==> src/rtl/riscv_ctrl_pkg.sv <==
// Shared definitions for the RISC-V multi-cycle control path.
// Holds the sequencer state encoding, the base opcode values the sequencer
// recognises, and the default reset PC.
package riscv_ctrl_pkg;

  localparam logic [31:0] RESET_PC_DEFAULT = 32'h0000_0000;

  typedef enum logic [2:0] {
    S_IDLE,
    S_FETCH,
    S_WAIT,
    S_DECODE,
    S_EXEC,
    S_WB,
    S_HALT
  } state_t;

  localparam logic [6:0] OP_R      = 7'b0110011;
  localparam logic [6:0] OP_IMM    = 7'b0010011;
  localparam logic [6:0] OP_LOAD   = 7'b0000011;
  localparam logic [6:0] OP_STORE  = 7'b0100011;
  localparam logic [6:0] OP_BRANCH = 7'b1100011;
  localparam logic [6:0] OP_JAL    = 7'b1101111;
  localparam logic [6:0] OP_JALR   = 7'b1100111;
  localparam logic [6:0] OP_LUI    = 7'b0110111;
  localparam logic [6:0] OP_AUIPC  = 7'b0010111;
  localparam logic [6:0] OP_SYSTEM = 7'b1110011;

endpackage

==> src/rtl/opcode_classifier.sv <==
// Combinational classification of a 32-bit instruction word by its major
// opcode (bits [6:0]).
// Ports:
//   instruction_word : instruction to classify
//   legal            : opcode is one of the supported base opcodes
//   is_system        : opcode is SYSTEM (ECALL/EBREAK)
//   writes_rd        : opcode architecturally writes rd (rd==0 not filtered here)
module opcode_classifier
  import riscv_ctrl_pkg::*;
(
  input  logic [31:0] instruction_word,
  output logic        legal,
  output logic        is_system,
  output logic        writes_rd
);

  // Only the opcode field matters here; the rest is reduced into a sink so
  // the unused upper bits are visibly intentional.
  logic unused_fields;
  assign unused_fields = ^instruction_word[31:7];

  always_comb begin
    // NOTE: every output gets a default before the case so that opcodes not
    // listed below cannot leave an output unassigned and infer a latch.
    legal     = 1'b0;
    is_system = 1'b0;
    writes_rd = 1'b0;
    case (instruction_word[6:0])
      OP_R, OP_IMM, OP_LOAD, OP_JAL, OP_JALR, OP_LUI, OP_AUIPC: begin
        legal     = 1'b1;
        writes_rd = 1'b1;
      end
      OP_STORE, OP_BRANCH: begin
        legal = 1'b1;
      end
      OP_SYSTEM: begin
        legal     = 1'b1;
        is_system = 1'b1;
        writes_rd = 1'b1;
      end
      default: ;
    endcase
  end

endmodule

==> src/rtl/instr_sequencer.sv <==
// Multi-cycle control sequencer for the RISC-V DataPath.
// Fetches an instruction over a req/ready + rvalid handshake, holds it on
// instruction_word, and walks it through DECODE, EXEC and WB. Owns the PC,
// applies branch redirects sampled in EXEC, and halts on SYSTEM, illegal
// opcodes or misaligned branch targets.
// Ports:
//   clk, rst            : clock, asynchronous active-low reset
//   run                 : level, permits a new fetch
//   imem_req/imem_addr  : fetch request and address (addr == pc)
//   imem_ready          : request accepted
//   imem_rvalid/rdata   : read response
//   instruction_word    : latched instruction into the datapath
//   branch_taken/target : redirect from the datapath, sampled in EXEC
//   reg_we              : register-file write enable pulse in WB
//   pc                  : current program counter
//   retired             : pulse per completed instruction
//   retire_count        : wrapping count of retired instructions
//   halted, illegal     : sticky halt status and illegal-cause flag
module instr_sequencer
  import riscv_ctrl_pkg::*;
#(
  parameter int              XLEN     = 32,
  parameter logic [XLEN-1:0] RESET_PC = XLEN'(RESET_PC_DEFAULT)
) (
  input  logic            clk,
  input  logic            rst,
  input  logic            run,
  output logic            imem_req,
  output logic [XLEN-1:0] imem_addr,
  input  logic            imem_ready,
  input  logic            imem_rvalid,
  input  logic [31:0]     imem_rdata,
  output logic [31:0]     instruction_word,
  input  logic            branch_taken,
  input  logic [XLEN-1:0] branch_target,
  output logic            reg_we,
  output logic [XLEN-1:0] pc,
  output logic            retired,
  output logic [31:0]     retire_count,
  output logic            halted,
  output logic            illegal
);

  state_t            state, state_nxt;
  logic [31:0]       instr_q;
  logic [XLEN-1:0]   pc_q;
  logic              taken_q;
  logic [XLEN-1:0]   target_q;
  logic              illegal_q;
  logic [31:0]       retire_count_q;

  logic              legal;
  logic              is_system;
  logic              writes_rd;
  logic              misaligned_redirect;

  opcode_classifier u_classifier (
    .instruction_word (instr_q),
    .legal            (legal),
    .is_system        (is_system),
    .writes_rd        (writes_rd)
  );

  assign misaligned_redirect = branch_taken && (branch_target[1:0] != 2'b00);

  always_comb begin
    state_nxt = state;
    case (state)
      S_IDLE:   if (run) state_nxt = S_FETCH;
      S_FETCH:  if (imem_ready) state_nxt = S_WAIT;
      // Responses are only honoured here, so stale rvalid after a reset or
      // during FETCH can never corrupt the latched word.
      S_WAIT:   if (imem_rvalid) state_nxt = S_DECODE;
      S_DECODE: begin
        if (!legal || is_system) state_nxt = S_HALT;
        else                     state_nxt = S_EXEC;
      end
      S_EXEC:   state_nxt = misaligned_redirect ? S_HALT : S_WB;
      S_WB:     state_nxt = run ? S_FETCH : S_IDLE;
      S_HALT:   state_nxt = S_HALT;
      default:  state_nxt = S_IDLE;
    endcase
  end

  // NOTE: sequential state uses non-blocking assignments so every register
  // samples pre-edge values regardless of statement order or process order.
  always_ff @(posedge clk or negedge rst) begin
    if (!rst) state <= S_IDLE;
    else      state <= state_nxt;
  end

  always_ff @(posedge clk or negedge rst) begin
    if (!rst) begin
      instr_q        <= '0;
      pc_q           <= RESET_PC;
      taken_q        <= 1'b0;
      target_q       <= '0;
      illegal_q      <= 1'b0;
      retire_count_q <= '0;
    end else begin
      case (state)
        S_WAIT: if (imem_rvalid) instr_q <= imem_rdata;
        S_DECODE: if (!legal) illegal_q <= 1'b1;
        S_EXEC: begin
          taken_q  <= branch_taken;
          target_q <= branch_target;
          if (misaligned_redirect) illegal_q <= 1'b1;
        end
        S_WB: begin
          // Plain add wraps modulo 2^XLEN, so the top word rolls over to 0.
          pc_q           <= taken_q ? target_q : pc_q + XLEN'(4);
          retire_count_q <= retire_count_q + 32'd1;
        end
        default: ;
      endcase
    end
  end

  // All outputs come from registers or the state register alone.
  assign imem_req         = (state == S_FETCH);
  assign imem_addr        = pc_q;
  assign pc               = pc_q;
  assign instruction_word = instr_q;
  assign reg_we           = (state == S_WB) && writes_rd && (instr_q[11:7] != 5'd0);
  assign retired          = (state == S_WB);
  assign retire_count     = retire_count_q;
  assign halted           = (state == S_HALT);
  assign illegal          = illegal_q;

endmodule

==> config.mk <==
export PLATFORM = sky130hd
export DESIGN_NAME = instr_sequencer
export DESIGN_NICKNAME = d
export VERILOG_FILES = /design/src/rtl/riscv_ctrl_pkg.sv /design/src/rtl/opcode_classifier.sv /design/src/rtl/instr_sequencer.sv
export SDC_FILE = /design/constraint.sdc
export NUM_CORES = 1
export LEC_CHECK = 0
export ABC_AREA = 0
export CAP_MARGIN = 40
export CORE_ASPECT_RATIO = 2
export CORE_UTILIZATION = 47
export DETAILED_ROUTE_END_ITERATION = 10
export PLACE_DENSITY = 0.85
export SLEW_MARGIN = 15
export SYNTH_ARGS = -nofsm -noshare
export SYNTH_HDL_FRONTEND = slang
export SYNTH_HIERARCHICAL = 1
export SYNTH_SLANG_ARGS = --single-unit
==> constraint.sdc <==
create_clock -name clk -period 2.3 [get_ports clk]
set_input_delay 0.345 -clock clk [delete_from_list [all_inputs] [get_ports clk]]
set_output_delay 0.345 -clock clk [all_outputs]
set_load 0.1 [all_outputs]
==> flow_summary.toml <==
[worst_setup_path]
cp_data_required_time_ns = 1.96
start_kind = "flop"
crit_type = "reg -> out"
crit_path_end_kind = "output pin"
cp_max_fo = 31
crit_arrival_ns = 1.83
critPathSlowestCell = "dfrtp_1"
critical_path.cell_chain = "nand3b_1, inv_2, buf_12, o311a_2, buf_12"
critPathMaxStageDelay_ns = 0.37
crit_top_cell = "buf_12"

[clock_network]
clkSinkCount = 133
clock_path_buffers = 2
cts-htree-levels = 4
cts-buffers-inserted = 17
clk_pin_slew_worst_paths_ns = 0.06
cts-root-buf = "clkbuf_16"
clock_latency_ns = 0.42
cts_tree = "built"

[finish]
syn_to_final_growth_pct = 36.5
drive_gt1_share_pct = 38.7
num-nets-final = 840
mostFrequentLayoutCell = "buf_4"
mostFrequentLayoutCells = "buf_4 (141), dfrtp_1 (101), clkdlybuf4s50_1 (68)"
fillers = 1009
antenna_cells = 0

[min_path]
hold_class = "in -> async"

[yosys]
ys_ff_latch = 133
yosysSeqAreaShare_pct = 51.3
synth_cell_type_count = 67
synth_nets = 663
synth_async_sr_flop_share_pct = 100
synth-warning-count = 6
avgSynthCellArea_sq_um = 11.0
synth_cells = 591
netlist_area_sq_mm = 0.00649
yosysTopAreaCell = "dfrtp_1"
yosysTopAreaCellShare_pct = 51.3
synthTopCellsByArea = "dfrtp_1 (51%), mux2_2 (11%), buf_4 (3.9%)"
synthFlopType = "dfrtp_1"
synth_edf_count = 0

[die]
die_w_um = 85.1
core_area_sq_mm = 0.0134
dieArea_sq_mm = 0.0143
die_y_um = 168
initial_core_util_pct = 48.3
rows = 60
io_pins = 203

[global_route]
grt-ovfl-total = 0
grt_max_degree = 47
antenna_found_initial = 0
grt_pass1_vias = 5746
track_usage_pct = 24.8
grt_pass1_wl_mm = 27.7

[route]
drcViolationCount = 0
avgViaCountPerCell = 5.76
drtAntennaViolNets = 0
dr.pass1.iters = 4
drt_iter0_markers = 340
drt_wl_total_mm = 17.1
wl_per_cell_um = 18.3
dr_total_vias = 5393

[sta]
relSlewSlack_pct = 70.2
skew_ns = 0.00741
hold_viol = 0
fin_crit_sh_pct = 94.6
tns_ns = 0
finalMaxSlewViolations = 0
period_minus_slack_ns = 2.18
tightest_slew_ns = 0.448
max_freq_mhz = 460
setup_viol = 0
rsz0062_at_grt = "false"

[place]
dpl.hpwl_mm = 12.7
io_buffers = 202
routabilityCongestion = 0.877

[run]
maxCapViolations = 0

[run_status]
status = "completed"
[what timing repair did]
action                                 4_1_cts  5_1_grt
gates cloned                                 0        0
hold buffers                                 1        0
endpoints found under the hold margin       43        0
setup buffers                                0        0
setup endpoints to repair                    1        3
resized for setup                            1        3
[cells by family (layout without fill, tap and decap cells)]
group                      after synthesis  after routing  share of synthesized area, %
AOI/OAI and AO/OA                      110            110                          11.0
xor gates and xnor gates                31             31                          4.19
adders and majority gates                2              2                         0.386
buffers and inverters                   74            264                          6.67
DFF                                    133            133                          51.3
muxes                                   66             66                          11.4
and+or+nand+nor                        175            175                          15.0
[synthesized netlist by cell type (3+ instances only)]
master	number
o22a_1	3
o22ai_1	4
nand2_1	43
buf_4	34
nand4_1	16
a31oi_1	6
xnor2_1	20
nor3_1	12
nand2b_1	3
buf_1	6
a211oi_1	5
xor2_1	11
nor3b_1	3
and2_1	3
mux2_2	64
a21oi_1	30
clkbuf_1	16
dfrtp_1	133
and3_1	10
nor2_1	32
o32ai_1	3
or3_1	5
nor4_1	3
nand3_1	18
inv_1	11
or4_1	3
or3_4	3
a311oi_1	5
and4_1	4
o21ai_0	29
[worst max-delay path, delay by kind of cell (launching register included)]
kind / cells / cell delay [ns]
AOI/OAI and AO/OA: 1 / 0.22
DFF: 1 / 0.37
and+or+nand+nor: 1 / 0.25
buffers and inverters: 3 / 0.56
[stage by stage]
| stage | util [%] | std cells | cell area (sq um) | worst slack (ns) | hold WS (ns) |
|---|---|---|---|---|---|
| after detailed placement | 61.5 | 903 | 8270 | 0.0926 | 0.305 |
| after global routing | 65.9 | 936 | 8850 | 0.0420 | 0.446 |
| final | 65.9 | 936 | 8850 | 0.125 | 0.420 |
| after floorplan | - | 591 | 6540 | 0.0000375 | 0.0494 |
| after CTS | 65.8 | 936 | 8840 | 0.0209 | 0.439 |
| after global placement | 61.5 | 903 | 8270 | 0.252 | 0.301 |
[cell type report]
class | count | area (sq um) | share of cell area (%)
sequential | 133 | 3380 | 38.2
inverter | 13 | 48.8 | 0.551
tap | 155 | 194 | 2.19
timing repair buffer | 219 | 1920 | 21.7
multi-input combinational | 384 | 2760 | 31.1
clock buffer | 20 | 447 | 5.04
clock inverter | 12 | 109 | 1.23
[state kept, by name (all words and copies together), names as in the netlist]
| register | count |
|---|---|
| imem_addr | 32 |
| taken_q | 1 |
| illegal | 1 |
| retire_count | 32 |
| state | 3 |
| target_q | 32 |
| instruction_word | 32 |
[routing by layer]
metal | GRT usage [%] | share of wire, % | vias to the layer above | wire length, um
li1 | - | - | 2459 | -
met1 | 26.5 | 36 | 2621 | 6080
met2 | 44.7 | 55 | 269 | 9340
met3 | 5.44 | 6.6 | 44 | 1130
met4 | 13.2 | 3.3 | 0 | 562
met5 | 0 | 0 | - | 0
[final timing paths]
kind	slack [ns]	depth (start not counted)	to	startpoint
max	0.12	5	reg_we	state[1]
min	0.42	2	retire_count[20]	rst
max reg2reg	0.16	6	imem_addr[26]	imem_addr[2]
min reg2reg	0.48	1	retire_count[13]	retire_count[13]
max in group asynchronous	1.20	3	target_q[26]	rst
min in group clk	0.48	1	retire_count[13]	retire_count[13]
Power is not shown: default switching activity piles up to over one toggle a cycle in this logic, so the estimate is an artifact.
